<file path="src/rtl/uart_rx.sv">
// 8N1 UART receiver: two-flop input synchronizer, mid-bit sampling with a runtime
// bit period, rdy/clr_rdy handshake and sticky framing/overrun flags.
module uart_rx #(
    parameter int BAUD_DIV_W = 16
) (
    input  logic                  clk,
    input  logic                  rst_n,
    input  logic                  RX,
    input  logic [BAUD_DIV_W-1:0] baud_div,
    input  logic                  clr_rdy,
    input  logic                  clr_err,
    output logic [7:0]            rx_data,
    output logic                  rdy,
    output logic                  rx_busy,
    output logic                  frame_err,
    output logic                  overrun
);

    typedef enum logic [2:0] {
        IDLE  = 3'd0,
        START = 3'd1,
        DATA  = 3'd2,
        STOP  = 3'd3,
        BRK   = 3'd4
    } state_t;

    localparam logic [BAUD_DIV_W-1:0] CNT_ONE = 1;

    state_t                state;
    logic                  rx_meta;
    logic                  rx_s;
    logic [BAUD_DIV_W-1:0] div_q;
    logic [BAUD_DIV_W-1:0] baud_cnt;
    logic [2:0]            bit_cnt;
    logic [7:0]            shift;

    // Clears are applied first so that a same-cycle set from the FSM wins.
    always_ff @(posedge clk or negedge rst_n) begin
        if (!rst_n) begin
            state     <= IDLE;
            rx_meta   <= 1'b1;
            rx_s      <= 1'b1;
            div_q     <= '0;
            baud_cnt  <= '0;
            bit_cnt   <= '0;
            shift     <= '0;
            rx_data   <= '0;
            rdy       <= 1'b0;
            rx_busy   <= 1'b0;
            frame_err <= 1'b0;
            overrun   <= 1'b0;
        end else begin
            rx_meta <= RX;
            rx_s    <= rx_meta;
            rx_busy <= (state != IDLE);

            if (clr_rdy) begin
                rdy <= 1'b0;
            end
            if (clr_err) begin
                frame_err <= 1'b0;
                overrun   <= 1'b0;
            end

            case (state)
                IDLE: begin
                    if (!rx_s) begin
                        state    <= START;
                        baud_cnt <= '0;
                        div_q    <= baud_div;
                    end
                end

                // Half a bit in, the start bit must still be low or it was a glitch.
                START: begin
                    if (baud_cnt == (div_q >> 1)) begin
                        baud_cnt <= '0;
                        bit_cnt  <= '0;
                        state    <= rx_s ? IDLE : DATA;
                    end else begin
                        baud_cnt <= baud_cnt + CNT_ONE;
                    end
                end

                DATA: begin
                    if (baud_cnt == div_q) begin
                        shift    <= {rx_s, shift[7:1]};
                        bit_cnt  <= bit_cnt + 3'd1;
                        baud_cnt <= '0;
                        if (bit_cnt == 3'd7) begin
                            state <= STOP;
                        end
                    end else begin
                        baud_cnt <= baud_cnt + CNT_ONE;
                    end
                end

                STOP: begin
                    if (baud_cnt == div_q) begin
                        baud_cnt <= '0;
                        if (rx_s) begin
                            if (!rdy || clr_rdy) begin
                                rx_data <= shift;
                                rdy     <= 1'b1;
                            end else begin
                                overrun <= 1'b1;
                            end
                            state <= IDLE;
                        end else begin
                            frame_err <= 1'b1;
                            state     <= BRK;
                        end
                    end else begin
                        baud_cnt <= baud_cnt + CNT_ONE;
                    end
                end

                // A line held low after a bad stop bit must not look like a new start.
                BRK: begin
                    if (rx_s) begin
                        state <= IDLE;
                    end
                end

                default: state <= IDLE;
            endcase
        end
    end

endmodule
</file>
<file path="config.mk">
export PLATFORM = sky130hd
export DESIGN_NAME = uart_rx
export DESIGN_NICKNAME = d
export VERILOG_FILES = /design/src/rtl/uart_rx.sv
export SDC_FILE = /design/constraint.sdc
export NUM_CORES = 1
export LEC_CHECK = 0
export CORE_UTILIZATION = 40
export CTS_CLUSTER_DIAMETER = 50
export DETAILED_ROUTE_END_ITERATION = 10
export PLACE_DENSITY = 0.58
export SETUP_SLACK_MARGIN = 0.1
export SYNTH_ARGS = -nofsm -noshare
export SYNTH_HDL_FRONTEND = slang
export SYNTH_SLANG_ARGS = --single-unit
</file>
<file path="constraint.sdc">
create_clock -name clk -period 2.3 [get_ports clk]
set_clock_uncertainty 0.05 [all_clocks]
set_input_delay 0.46 -clock clk [delete_from_list [all_inputs] [get_ports clk]]
set_output_delay 0.46 -clock clk [all_outputs]
set_load 0.01 [all_outputs]
</file>
==> results.json <==
{
  "hold_class": "input port to asynchronous set/reset pin",
  "syn_area_per_cell_sq_um": 11.5,
  "core_sq_um": 7330,
  "hpwlAfterDp_microns": 4590,
  "rsz0062_at_grt": "true",
  "r2r-start": "baud_cnt[14]$_DFFE_PN0P_",
  "wl_per_cell_microns": 15.3,
  "antenna_cells": 0,
  "routed_wl_microns": 6270,
  "grtUsageTotal": 0.178,
  "ys.flop_type": "dfrtp_1",
  "io_buffer_count": 32,
  "gr-total-overflow": 0,
  "drive_gt1_frac": 0.213,
  "die-area_sq_um": 8020,
  "drc_errors": 0,
  "synth_cell_types": 42,
  "worstSetupStartpointType": "flop",
  "ios": 33,
  "drv_cap": 0,
  "die_x_microns": 89.6,
  "min_period_ps": 2110,
  "worst_slew_pin_slew_ps": 623,
  "status": "complete, no violations",
  "syn_nets": 290,
  "grt_pass1_vias": 2030,
  "synth_warnings": 0,
  "end_kind": "flop",
  "r2r_end": "baud_cnt[15]$_DFFE_PN0P_",
  "p_total_mw": 2.59,
  "cts_tree": "built",
  "path_max_fanout": 30,
  "synth-seq-cells": 60,
  "via_per_inst": 5.21,
  "leakagePower_nw": 1.74,
  "htreeDepth": 3,
  "timing.fmax_ghz": 0.475,
  "worstRegToRegCells": 7,
  "grt_max_degree": 31,
  "yosysSeqAreaShare": 0.490,
  "cts.sinks": 60,
  "antenna_found_initial": 0,
  "final_cell_mix": "55 x dfrtp_1, 31 x clkdlybuf4s50_1, 16 x xnor2_1, 16 x mux2_2, 15 x xor2_1",
  "relSlewSlack": 0.585,
  "first_pass_iters": 4,
  "drt-initial-drc-count": 104,
  "cts_buffers": 9,
  "syn_area_sq_um": 3070,
  "p_per_area_nw_per_um2": 690,
  "cp_data_required_time_ps": 2470,
  "hold_violations": 0,
  "slew_violations": 0,
  "cts_hold_buf": 0,
  "syn_to_final_growth_pct": 22.4,
  "setup_viol": 0,
  "initial_utilization": 0.418,
  "vdd_ir_drop_max_uv": 324,
  "rrSetupSlack_ps": 190,
  "final_common_cell": "dfrtp_1",
  "synthCells": 266,
  "clkLatencyLatePin_ps": 330,
  "chipHeight_microns": 89.6,
  "drt.antenna.violating_nets": 0,
  "crit_arrival_ps": 2270,
  "rows": 31,
  "gp_congestion": 0.824,
  "clock_path_buffers": 2,
  "grt_first_pass_wirelength_microns": 10400,
  "clk_pin_slew_worst_paths_ps": 70,
  "post-cts-setup-buffer-count": 0,
  "cts_root_buffer": "clkbuf_8",
  "vias": 2131,
  "finalNetCount": 329,
  "fin_tns_setup_ps": 0,
  "critPathKind": "flop to flop",
  "synth-edff-count": 0,
  "min_period_over_period": 0.916,
  "async_flop_share": 1.00
}
==> cell families after synthesis <==
family,after synthesis,synth area share
xor+xnor,31,0.0885
compound gates,46,0.101
buf+inv,21,0.0441
simple gates,73,0.137
flops,60,0.490
fa+ha+maj,3,0.0122
mux,32,0.127
==> worst max path at each step <==
| stage | startpoint | endpoint | slack (ps) | cells after the start |
|---|---|---|---|---|
| after floorplan | baud_cnt[10]$_DFFE_PN0P_ | rx_data[0]$_DFFE_PN0P_ | 360 | 7 |
| after global placement | baud_cnt[0]$_DFFE_PN0P_ | baud_cnt[14]$_DFFE_PN0P_ | 130 | 8 |
| after detailed placement | baud_cnt[0]$_DFFE_PN0P_ | baud_cnt[14]$_DFFE_PN0P_ | 90 | 8 |
| after CTS | baud_cnt[1]$_DFFE_PN0P_ | rx_data[7]$_DFFE_PN0P_ | 140 | 6 |
| after global routing | baud_cnt[9]$_DFFE_PN0P_ | baud_cnt[4]$_DFFE_PN0P_ | 80 | 7 |
| final | baud_cnt[14]$_DFFE_PN0P_ | baud_cnt[15]$_DFFE_PN0P_ | 190 | 7 |
==> Yosys cell counts, types with 5 or more instances <==
master    instances  area, sq um
dfrtp_1          58         1450
mux2_2           16          180
xnor2_1          16          140
xor2_1           15          131
nand2_1          14         52.6
a21o_1           13         97.6
nor2_1           12         45.0
nor4_1            9         56.3
o21ai_1           9         45.0
mux2_4            8          120
clkbuf_1          7         26.3
mux2_1            7         78.8
nand4_1           7         43.8
a21oi_1           6         30.0
buf_6             6         67.6
nor3b_1           6         45.0
o21ai_0           6         30.0
and3_1            5         31.3
nand3_1           5         25.0
==> cell type report <==
cell class / count / area, sq um
Timing Repair Buffer: 46 / 449
Clock inverter: 2 / 35.0
Multi-Input combinational cell: 185 / 1460
Tap cell: 99 / 124
Inverter: 3 / 11.3
Sequential cell: 60 / 1510
Fill cell: 674 / 3580
Clock buffer: 14 / 163
==> sequential cells by signal (all words and copies together), names as in the netlist <==
signal / cells
baud_cnt: 16
bit_cnt: 3
overrun: 1
rx_data: 8
rx_busy: 1
rx_s: 1
rdy: 1
state: 3
shift: 8
div_q: 16
rx_meta: 1
frame_err: 1
==> per-layer routing <==
metal | vias up | part of all wire | global-route usage | routed length (microns)
li1 | 1033 | - | - | -
met1 | 1061 | 0.52 | 0.265 | 3250
met5 | - | 0 | 0 | 0
met3 | 6 | 0.030 | 0.0342 | 189
met4 | 0 | 0.012 | 0.0837 | 74
met2 | 31 | 0.44 | 0.247 | 2760
==> metrics by stage <==
step	setup slack [ps]	util	std cells	hold WS, ps	cell area (sq um)
2_1_floorplan	364	-	266	114	3070
3_3_place_gp	126	0.479	393	297	3510
3_5_place_dp	91.9	0.479	393	301	3510
4_1_cts	137	0.507	409	82.5	3720
5_1_grt	82.2	0.512	409	111	3750
6_report	194	0.512	409	89.1	3750
==> report_power, final <==
group | internal (mW) | total, mW | switching [mW]
logic | 0.214 | 0.401 | 0.187
clock network | 0.559 | 0.944 | 0.384
registers | 1.13 | 1.24 | 0.115
==> worst max-delay path, cell delays in order (launching register included) <==
cell and delay, ps:
dfrtp_1 500, xnor2_1 150, nand4_1 180, nor4_4 360, a2bb2oi_2 220, buf_12 200, nor4_1 70, a211o_1 260
==> what timing repair did <==
item,in CTS,in global routing
resized for setup,1,8
setup endpoints to repair,1,31
pin swaps,0,4
endpoints found under the hold margin,0,0
No activity file was read; power rests on OpenSTA's default activity.
